===== config.mk =====
export PLATFORM = sky130hd
export DESIGN_NAME = mips_multicycle_control
export DESIGN_NICKNAME = d
export VERILOG_FILES = /design/src/rtl/mips_ctrl_pkg.sv /design/src/rtl/mips_alu_decoder.sv /design/src/rtl/mips_multicycle_control.sv
export SDC_FILE = /design/constraint.sdc
export NUM_CORES = 1
export LEC_CHECK = 0
export ABC_AREA = 1
export BUFFER_PORTS_ARGS = -buffer_cell sky130_fd_sc_hd__buf_2
export CORE_MARGIN = 3
export CORE_UTILIZATION = 39
export CTS_CLUSTER_SIZE = 28
export DETAILED_ROUTE_END_ITERATION = 8
export HOLD_SLACK_MARGIN = 0.12
export PLACE_DENSITY = 0.74
export SLEW_MARGIN = 5
export SYNTH_ARGS = -nofsm -noshare
export SYNTH_HDL_FRONTEND = slang
export SYNTH_SLANG_ARGS = --single-unit

===== constraint.sdc =====
create_clock -name clk -period 1 [get_ports clk]
set_input_delay 0.1 -clock clk [delete_from_list [all_inputs] [get_ports clk]]
set_output_delay 0.1 -clock clk [all_outputs]
set_load 0.01 [all_outputs]

===== src/rtl/mips_ctrl_pkg.sv =====
// mips_ctrl_pkg: shared state, opcode, funct and ALU encodings for the multi-cycle control
package mips_ctrl_pkg;
  typedef enum logic [3:0] {
    S_FETCH  = 4'd0,
    S_DECODE = 4'd1,
    S_MEMADR = 4'd2,
    S_MEMRD  = 4'd3,
    S_MEMWB  = 4'd4,
    S_MEMWR  = 4'd5,
    S_EXEC   = 4'd6,
    S_ALUWB  = 4'd7,
    S_BRANCH = 4'd8,
    S_ADDIEX = 4'd9,
    S_ADDIWB = 4'd10,
    S_JUMP   = 4'd11
  } state_t;
  typedef enum logic [1:0] {
    ALUOP_ADD   = 2'd0,
    ALUOP_SUB   = 2'd1,
    ALUOP_FUNCT = 2'd2
  } aluop_t;
  localparam logic [5:0] OP_RTYPE = 6'b000000;
  localparam logic [5:0] OP_LW    = 6'b100011;
  localparam logic [5:0] OP_SW    = 6'b101011;
  localparam logic [5:0] OP_BEQ   = 6'b000100;
  localparam logic [5:0] OP_BNE   = 6'b000101;
  localparam logic [5:0] OP_ADDI  = 6'b001000;
  localparam logic [5:0] OP_J     = 6'b000010;
  localparam logic [5:0] F_ADD    = 6'b100000;
  localparam logic [5:0] F_SUB    = 6'b100010;
  localparam logic [5:0] F_AND    = 6'b100100;
  localparam logic [5:0] F_OR     = 6'b100101;
  localparam logic [5:0] F_SLT    = 6'b101010;
  localparam logic [2:0] ALU_AND  = 3'b000;
  localparam logic [2:0] ALU_OR   = 3'b001;
  localparam logic [2:0] ALU_ADD  = 3'b010;
  localparam logic [2:0] ALU_SUB  = 3'b110;
  localparam logic [2:0] ALU_SLT  = 3'b111;
endpackage


===== src/rtl/mips_alu_decoder.sv =====
// mips_alu_decoder: maps ALU op class and funct to alu_control, flagging unknown funct codes
module mips_alu_decoder
  import mips_ctrl_pkg::*;
#(
  parameter int FUNCT_W  = 6,
  parameter int ALUCTL_W = 3
) (
  input  aluop_t               alu_op,
  input  logic [FUNCT_W-1:0]   funct,
  output logic [ALUCTL_W-1:0]  alu_control,
  output logic                 funct_illegal
);
  logic [2:0] ctl;
  // unknown funct falls back to add so the datapath still does something defined
  always_comb begin
    ctl = ALU_ADD;
    funct_illegal = 1'b0;
    if (alu_op == ALUOP_SUB) ctl = ALU_SUB;
    else if (alu_op == ALUOP_FUNCT)
      case (funct)
        FUNCT_W'(F_ADD): ctl = ALU_ADD;
        FUNCT_W'(F_SUB): ctl = ALU_SUB;
        FUNCT_W'(F_AND): ctl = ALU_AND;
        FUNCT_W'(F_OR):  ctl = ALU_OR;
        FUNCT_W'(F_SLT): ctl = ALU_SLT;
        default:         funct_illegal = 1'b1;
      endcase
    alu_control = ALUCTL_W'(ctl);
  end
endmodule


===== src/rtl/mips_multicycle_control.sv =====
// mips_multicycle_control: Moore control FSM sequencing the multi-cycle MIPS datapath
module mips_multicycle_control
  import mips_ctrl_pkg::*;
#(
  parameter int OPCODE_W      = 6,
  parameter int FUNCT_W       = 6,
  parameter int ALUCTL_W      = 3,
  parameter int MEM_HANDSHAKE = 1
) (
  input  logic                clk,
  input  logic                reset,
  input  logic [OPCODE_W-1:0] opcode,
  input  logic [FUNCT_W-1:0]  funct,
  input  logic                zero,
  input  logic                mem_ready,
  output logic                iord,
  output logic                mem_read,
  output logic                mem_write,
  output logic                ir_write,
  output logic                reg_dst,
  output logic                mem_to_reg,
  output logic                reg_write,
  output logic                alu_src_a,
  output logic [1:0]          alu_src_b,
  output logic [ALUCTL_W-1:0] alu_control,
  output logic [1:0]          pc_src,
  output logic                pc_en,
  output logic                illegal_op,
  output logic [3:0]          state_dbg
);
  state_t state_q, state_d;
  aluop_t alu_op;
  logic [ALUCTL_W-1:0] dec_ctl;
  logic funct_illegal, alu_en, ready;
  logic is_r, is_lw, is_sw, is_beq, is_bne, is_addi, is_j;
  assign ready   = mem_ready || (MEM_HANDSHAKE == 0);
  assign is_r    = opcode == OPCODE_W'(OP_RTYPE);
  assign is_lw   = opcode == OPCODE_W'(OP_LW);
  assign is_sw   = opcode == OPCODE_W'(OP_SW);
  assign is_beq  = opcode == OPCODE_W'(OP_BEQ);
  assign is_bne  = opcode == OPCODE_W'(OP_BNE);
  assign is_addi = opcode == OPCODE_W'(OP_ADDI);
  assign is_j    = opcode == OPCODE_W'(OP_J);
  assign alu_op  = state_q == S_BRANCH ? ALUOP_SUB : state_q == S_EXEC ? ALUOP_FUNCT : ALUOP_ADD;
  assign alu_en  = !reset && (state_q inside {S_FETCH, S_DECODE, S_MEMADR, S_EXEC, S_BRANCH, S_ADDIEX});
  assign alu_control = alu_en ? dec_ctl : '0;
  assign state_dbg = state_q;
  mips_alu_decoder #(.FUNCT_W(FUNCT_W), .ALUCTL_W(ALUCTL_W)) u_alu_dec (
    .alu_op(alu_op),
    .funct(funct),
    .alu_control(dec_ctl),
    .funct_illegal(funct_illegal)
  );
  // state register
  always_ff @(posedge clk) begin
    if (reset) state_q <= S_FETCH;
    else state_q <= state_d;
  end
  // next state and Moore outputs; everything is forced low while reset is held
  always_comb begin
    state_d = state_q;
    iord = 1'b0;
    mem_read = 1'b0;
    mem_write = 1'b0;
    ir_write = 1'b0;
    reg_dst = 1'b0;
    mem_to_reg = 1'b0;
    reg_write = 1'b0;
    alu_src_a = 1'b0;
    alu_src_b = 2'b00;
    pc_src = 2'b00;
    pc_en = 1'b0;
    illegal_op = 1'b0;
    if (!reset)
      case (state_q)
        S_FETCH: begin
          mem_read = 1'b1;
          alu_src_b = 2'b01;
          ir_write = ready;
          pc_en = ready;
          state_d = ready ? S_DECODE : S_FETCH;
        end
        S_DECODE: begin
          alu_src_b = 2'b11;
          illegal_op = !(is_lw || is_sw || is_r || is_beq || is_bne || is_addi || is_j);
          state_d = (is_lw || is_sw) ? S_MEMADR :
                    is_r ? S_EXEC :
                    (is_beq || is_bne) ? S_BRANCH :
                    is_addi ? S_ADDIEX :
                    is_j ? S_JUMP : S_FETCH;
        end
        S_MEMADR: begin
          alu_src_a = 1'b1;
          alu_src_b = 2'b10;
          state_d = is_sw ? S_MEMWR : S_MEMRD;
        end
        S_MEMRD: begin
          mem_read = 1'b1;
          iord = 1'b1;
          state_d = ready ? S_MEMWB : S_MEMRD;
        end
        S_MEMWB: begin
          reg_write = 1'b1;
          mem_to_reg = 1'b1;
          state_d = S_FETCH;
        end
        S_MEMWR: begin
          mem_write = 1'b1;
          iord = 1'b1;
          state_d = ready ? S_FETCH : S_MEMWR;
        end
        S_EXEC: begin
          alu_src_a = 1'b1;
          illegal_op = funct_illegal;
          state_d = S_ALUWB;
        end
        S_ALUWB: begin
          reg_write = 1'b1;
          reg_dst = 1'b1;
          state_d = S_FETCH;
        end
        S_BRANCH: begin
          alu_src_a = 1'b1;
          pc_src = 2'b01;
          pc_en = is_bne ? !zero : zero;
          state_d = S_FETCH;
        end
        S_ADDIEX: begin
          alu_src_a = 1'b1;
          alu_src_b = 2'b10;
          state_d = S_ADDIWB;
        end
        S_ADDIWB: begin
          reg_write = 1'b1;
          state_d = S_FETCH;
        end
        S_JUMP: begin
          pc_src = 2'b10;
          pc_en = 1'b1;
          state_d = S_FETCH;
        end
        default: state_d = S_FETCH;
      endcase
  end
endmodule


* Word level (Yosys, flattened, before mapping)
Cells that the tools add are included.
Storage, ports and cells: register bits 4, latch bits 0, memory bits (writable) 0, bits in read-only memories 0, bits of input ports 16, output and inout bits 21, word-level logic and storage cells 89, memories 0
Operators by class: add/sub/neg operators 0, multiply operators 0, div/mod/pow operators 0, magnitude comparators 0, equal/unequal tests 24, shifts and indexed selects 0, multiplexer cells 44, bitwise gates (word level) 0, reduce and logical (&&, ||, !) cells 20
Operators with widths (number):
- $eq 6x6->1 const B | 7
- $pmux 4 s7 | 1
- $mux 1 | 23
- $mux 4 | 5
- $mux 3 | 6
- $eq 4x3->1 const B | 4
- $eq 4x4->1 const B | 4
- $eq 6x3->1 const B | 2
- $pmux 3 s4 | 1
- $eq 4x2->1 const B | 2
- $mux 2 | 4
- $logic_or 1x1->1 | 7
- $eq 6x2->1 const B | 1
- $eq 6x4->1 const B | 1
- $logic_not 6->1 | 1
- $pmux 2 s3 | 1
- $reduce_bool 6->1 | 1
- $reduce_or 2->1 | 3
- $reduce_or 5->1 | 1
- $eq 4x1->1 const B | 1
- $logic_not 4->1 | 1
- $pmux 2 s2 | 1
- $reduce_or 4->1 | 1
- $logic_not 1->1 | 3
- other kinds (6) | 6

* Logic depth before layout (Yosys ltp)
Gate-level depths: netlist of run 1.
depth in word-level cells 10, mapped depth 9, mapped depth without buffers 9

* Cells and area by module
A second synthesis of run 1 with hierarchy kept.
Unflattened totals: cell total of the unflattened synthesis 146, area total of the unflattened synthesis 721.9 sq um
By module, submodules not included:
- mips_multicycle_control | instances 1, cells each 120, area each 591.8 sq um, sequential area each 80.1 sq um
- mips_alu_decoder | instances 1, cells each 26, area each 130.1 sq um, sequential area each 0.0 sq um

* Least setup slack after synthesis of run 1
Ideal clock, no wire load.
kind register to output, start register state_q[1], in the netlist state_dbg[1], end output illegal_op, data arrival time 1.136 ns, required time 0.900 ns, slack -0.236 ns, cell stages (with the launch flop) 9, buffers on the path 0, cells stage by stage dfxtp_1 -> inv_2 -> nor2_4 -> nand2_1 -> inv_1 -> nand2_1 -> nor2_1 -> nor2_1 -> nor2_1
On the way: longest elaborated chain between the ends 8, elaborated cells on any way between the ends 11, those cells by class eq/ne: 5; mux: 6
Ends and longest elaborated chain:
- from (decl) | RTL line mips_multicycle_control.sv:31 | state_t state_q, state_d;
- from (signal assigned) | RTL line mips_multicycle_control.sv:57 | else state_q <= state_d;
- $eq 4x3->1 | RTL line mips_multicycle_control.sv:44, mips_multicycle_control.sv:75
- $mux 2 (2 in series) | RTL line mips_multicycle_control.sv:44 | assign alu_op = state_q == S_BRANCH ? ALUOP_SUB : state_q == S_EXEC ? ALUOP_FUNCT : ALUOP_ADD;
- $eq 2x2->1 | RTL line mips_alu_decoder.sv:19 | else if (alu_op == ALUOP_FUNCT)
- $mux 1 | RTL line mips_alu_decoder.sv:19
- $mux 1 | RTL line mips_alu_decoder.sv:18 | if (alu_op == ALUOP_SUB) ctl = ALU_SUB;
- $pmux 1 s2 * | RTL line mips_multicycle_control.sv:75 | case (state_q)
- $mux 1 * | RTL line mips_multicycle_control.sv:74 | if (!reset)
- to (decl) | RTL line mips_multicycle_control.sv:28 | output logic illegal_op,
Every way passes the cells marked *; elsewhere a longest branch is shown, timed or not.

* Final worst setup path of run 1
start register state_q[3], in the netlist state_dbg[3], end output illegal_op
The elaborated chain is that of the path after synthesis.

==> results of run 1 <==
logic make-up (layout without fill, tap and decap cells):
kind of cell           Yosys count  after routing
AND/OR/NAND/NOR                 99             99
flip-flops                       4              4
AO/OA/AOI/OAI                    9              9
buffers and inverters           29             98
final cells by class:
cell class,count,area share
clock buffers,4,0.0204
inverters,27,0.0866
multi-input cells,108,0.472
flip-flops and latches,4,0.0739
well taps,16,0.0156
repair buffers,67,0.332
per-layer routing:
metal  routed length (um)  global-route usage  vias up
met3                   86              0.0226        3
met2                 1490               0.501       31
met4                   18              0.0753        0
met5                    0                   0        -
li1                     -                   -      579
met1                 1050               0.241      528
where the power goes:
| group | total (mW) | internal, mW | leakage [nW] | switching (mW) |
|---|---|---|---|---|
| clock | 0.234 | 0.151 | 0.0150 | 0.0833 |
| sequential | 0.167 | 0.157 | 0.0355 | 0.0107 |
| combinational | 0.286 | 0.129 | 0.733 | 0.157 |
cell usage after synthesis:
cell      number  share of area
nand4_1        4          0.036
o21ai_0        1         0.0073
inv_2          1         0.0054
nand2_4        1          0.016
a211oi_1       1          0.011
nor2_2         2          0.018
o21a_1         1          0.011
clkbuf_1       2          0.011
a21oi_1        5          0.036
nand3b_1       1          0.011
a31oi_1        1         0.0091
dfxtp_1        4           0.12
nand3_1       19           0.14
nand2_1       31           0.17
clkinv_1       1         0.0054
nand2_2        1         0.0091
inv_1         25           0.14
nor2_1        35           0.19
nand3_2        1          0.015
nor2_4         2          0.033
nor3_1         2          0.015
final timing paths:
path                              startpoint      endpoint  slack, ps  depth (start not counted)
worst max-delay path            state_dbg[3]    illegal_op       -480                          8
worst min-delay path               mem_ready  state_dbg[2]        230                          5
worst max register to register  state_dbg[3]  state_dbg[0]       -300                          9
worst min register to register  state_dbg[0]  state_dbg[3]        570                          2
worst register-to-register path: stages, from the launching register on:
cell and delay, ps:
dfxtp_4 360, nor2_4 170, inv_4 70, nor2_2 90, nand2_1 70, buf_4 140
buf_4 120, nand2_2 50, nor2_1 40, a21oi_1 110
what timing repair did:
action | in CTS | in global routing
setup endpoints to repair | 21 | 21
pin swaps | 15 | 13
resized for setup | 21 | 12
setup buffers | 7 | 2
==> impl_results.md, run 1 <==
- Status: finished, violations left
- Failing checks: negative setup slack
- Vias per Instance: 5.05
- Final setup fails: 21
- Die height: 48.0 um
- Hold_buf cts: 0
- WP buf/inv: 2
- Crit start category: flip-flop
- Global-route wire length before repair: 3.95 mm
- CTS tree: yes
- Hold slack: 231 ps
- Mapped Area: 688 um2
- Die Wd: 48.0 um
- Min-delay worst type: in -> reg
- P_leak: 0.783 nW
- Skew final: 14.8 ps
- Cells after Synth: 141
- Initial DRC count: 14
- Post-detail-place hpwl: 1.92 mm
- Instance area after placement: 1090 um2
- Clk sinks: 4
- Initial antenna violation count: 0
- Yosys cell types: 21
- CP Max Fanout: 3
- Number of synthesized register bits: 4
- Max FFs per register: 4
- Clock root cell: clkbuf_4
- Fmax: 0.678 GHz
- Multi-input logic area: 607 um2
- Post-DR wirelength/cell: 11.7 um
- Worst EP arrival: 1380 ps
- Fin nets: 227
- Sequential standard cell area: 95.1 um2
- Pin count of the biggest net entering global routing: 17
- Ant. Diodes: 0
- Insertion delay to the later sink of the worst-skew pair: 250 ps
- Synth Area in Adders: 0
- Clock Path Buffers: 2
- Compound-Gate Fraction of Synth Area: 0.0745
- Vias in the first global route: 991
- Final non-filler cell total: 226
- Final period util: 1.48
- Share of cells above drive strength 1: 0.543
- CP endpoint kind: output pin
- Largest family of logic cells by synthesized area: simple AND/OR/NAND/NOR gates
- Pwr dens: 534 nW/um2
- Post-route setup slack: -475 ps
- I/O Pins: 37
- Slew Limit Headroom: 0.858
- Post-route DRC: 0
- Congestion Overflow GR: 0
- Seq/Total Area, Yosys: 0.116
- Crit path cell chain: nor2_4 -> inv_4 -> nor2_4 -> nand3_2 -> nor2_1 -> nor2_1 -> nor2_2 -> buf_2
- Worst EP required: 900 ps
- Finished Cell Area: 1290 um2
- Via count: 1141
- Buffers added on ports: 36
- Slowest cell on the critical path: dfxtp_4
- Avg Cell Area, Syn: 4.88 um2
- Hold Violations, Final: 0
- Crit-path leading delay family: simple AND/OR/NAND/NOR gates
- Mapped Nets: 157
- Mux contribution to synthesized area: 0
- Row count: 14
- Drt pass-1 iters: 4
- Syn. warnings: 0
- Crit-path max cell delay: 360 ps
- Core area: 1580 um2
- Maximum vdd drop: 591 uV
- GPL Wtd Cong: 0.901
- Slew @ Worst Pin: 212 ps
- Tot Pwr: 0.687 mW
- Filler cells: 103
- Max Cap Viol: 0
- Most common cell after layout, fill and taps aside: buf_2
- H-tree Lvls: 1
- Initial Utilization: 0.437
- Final Max Tran Viols: 0
- Die area: 2300 um2
- RSZ-0062 raised after global routing: true
- XOR/XNOR Fraction of Synth Area: 0
- Post-Place Cells: 214
- Most frequent cells in the layout: 35 x buf_2, 29 x buf_4, 28 x nor2_1, 22 x nand2_1, 18 x inv_1
- Setup_tns: -7260 ps
- Finished Core Util: 0.816
- Setup CP Type: reg -> out
- Simple-gate area share of the yosys netlist: 0.651
- GRT Util Overall: 0.241
- Cts bufs inserted: 3
- Post-DRT Antenna Nets: 0
- Dpl ws: -239 ps
- Worst-path clk slew: 50 ps
- Final min period: 1480 ps
- Layout area overhead: 86.9%
- Routed WL: 2.65 mm
No activity file was read; power rests on OpenSTA's default activity.
==> run 2: changes to the inputs <==
CORE_MARGIN = unset   (was 3)
PLACE_DENSITY = unset   (was 0.74)
PLACE_DENSITY_LB_ADDON = 0.1   (was unset)
==> run 2 against run 1 <==
  * Largest cell class unchanged
  * Largest power group unchanged
  * Sequential power is essentially flat
  * Setup slack lost 84 ps
  * Combinational power grew 23%
  * Die area shrank 16%
  * Sequential share of layout area shrank 0.63 points
  * Clock power grew 15%
  * Register-to-register slack lost 50 ps
  * The flow finishes with violations (design-rule violations, negative setup slack)
  * Total power grew 15%
  * Critical endpoint is now alu_control[2]
==> impl_results.md, run 2 (same netlist as run 1, synthesis figures left out) <==
- Via count: 1326
- Failing checks: design-rule violations, negative setup slack
- Metal-1 WL: 1.33 mm
- Finished Cell Area: 1410 um2
- Worst EP required: 900 ps
- Post-route setup slack: -560 ps
- Final setup fails: 21
- Slowest cell on the critical path: dfxtp_4
- Fmax: 0.641 GHz
- Hold path cells: 3
- Final Max Tran Viols: 0
- GRT Util Overall: 0.288
- Die Wd: 44.0 um
- Pin count of the biggest net entering global routing: 9
- Core area: 1580 um2
- Final non-filler cell total: 228
- FF-to-FF path depth: 8
- CP Max Fanout: 5
- Tot Pwr: 0.788 mW
- Vias in the first global route: 1003
- Metal3 WL: 358 um
- Dpl ws: -284 ps
- Cts bufs inserted: 3
- Hold slack: 203 ps
- Final min period: 1560 ps
- Vias per Instance: 5.82
- Maximum vdd drop: 466 uV
- Crit start category: flip-flop
- I/O Pins: 37
- Post-detail-place hpwl: 1.84 mm
- Met2 WL post-DR: 1.76 mm
- Congestion Overflow GR: 0
- Worst EP arrival: 1460 ps
- H-tree Lvls: 1
- Hold Violations, Final: 0
- Fin nets: 229
- Filler cells: 86
- Most frequent cells in the layout: 35 x buf_2, 23 x nand2_1, 23 x buf_4, 22 x nor2_1, 16 x inv_1
- Instance area after placement: 1120 um2
- GPL Wtd Cong: 0.888
- RSZ-0062 raised after global routing: true
- Slew Limit Headroom: 0.823
- Ant. Diodes: 0
- Max Cap Viol: 0
- Setup CP Type: reg -> out
- Worst-path clk slew: 60 ps
- CP endpoint kind: output pin
- Insertion delay to the later sink of the worst-skew pair: 260 ps
- Post-DRT Antenna Nets: 0
- Most common cell after layout, fill and taps aside: buf_2
- Drt pass-1 iters: 9
- Post-Place Cells: 218
- Post-DR wirelength/cell: 16.5 um
- Initial Utilization: 0.437
- Die area: 1940 um2
- Clk sinks: 4
- Sequential standard cell area: 95.1 um2
- Initial DRC count: 92
- Crit path cell chain: inv_4 -> nor2_4 -> inv_2 -> nor2_4 -> inv_2 -> o21ai_1 -> nand2_1 -> inv_1 -> buf_2
- Post-route DRC: 1
- Routed WL: 3.76 mm
- Status: finished, violations left
- Final period util: 1.56
- Row count: 14
- P_leak: 0.811 nW
- Initial antenna violation count: 0
- Clock root cell: clkbuf_4
- Share of cells above drive strength 1: 0.585
- Min-delay worst type: in -> reg
- Die height: 44.0 um
- Skew final: 10.7 ps
- Multi-input logic area: 667 um2
- Clock Path Buffers: 2
- Slew @ Worst Pin: 264 ps
- DR top layer: met4
- Global-route wire length before repair: 4.27 mm
- Max FFs per register: 4
- Buffers added on ports: 36
- Pwr dens: 561 nW/um2
- CTS tree: yes
- Crit-path max cell delay: 390 ps
- Layout area overhead: 104%
==> run 2: changes by cell type in the layout (fill, tap and decap cells not counted), moves of 4 or more <==
cell,before,now
buf_4,29,23
buf_6,3,10
nand2_2,9,5
nand3_2,8,4
nor2_1,28,22
nor2_2,5,9
==> run 2: worst max-delay path, delay by kind of cell (launching register included) <==
| kind | cells | cell delay [ps] |
|---|---|---|
| DFF | 1 | 390 |
| buffers and inverters | 5 | 400 |
| AOI/OAI and AO/OA | 1 | 90 |
| and+or+nand+nor | 3 | 340 |
==> run 2: final timing paths <==
| path | from | endpoint | slack (ps) |
|---|---|---|---|
| worst min register to register | state_dbg[2] | state_dbg[3] | 750 |
| worst min-delay path | reset | state_dbg[3] | 200 |
| worst max register to register | state_dbg[3] | state_dbg[2] | -350 |
| worst max-delay path | state_dbg[3] | alu_control[2] | -560 |
==> run 2: per-layer routing <==
metal	global-route usage	vias up
li1	-	584
met1	0.346	579
met2	0.550	118
met3	0.0125	45
met4	0.0727	0
met5	0	-
==> run 2: power by group <==
part           switching [mW]  leakage, nW  internal [mW]
Clock                   0.117       0.0150          0.153
Combinational           0.197        0.760          0.155
Sequential            0.00992       0.0355          0.156
==> run 2: area by class of cell <==
type,instances,area share
Multi-Input combinational cell,108,0.475
Sequential cell,4,0.0677
Inverter,27,0.0828
Tap cell,16,0.0142
Clock buffer,4,0.0187
Timing Repair Buffer,69,0.342
==> run 2: what timing repair did <==
action / in CTS / in global routing
pin swaps: 19 / 8
hold buffers: 0 / 0
gates resized for setup: 32 / 26
setup buffers: 4 / 3
endpoints found under the setup margin: 21 / 21
==> run 2: through the flow <==
step / util / TNS [ps]
after floorplan: - / -384
after global placement: 0.710 / -2220
after detailed placement: 0.710 / -2720
after global routing: 0.891 / -9540
after CTS: 0.821 / -6380
final: 0.891 / -8640
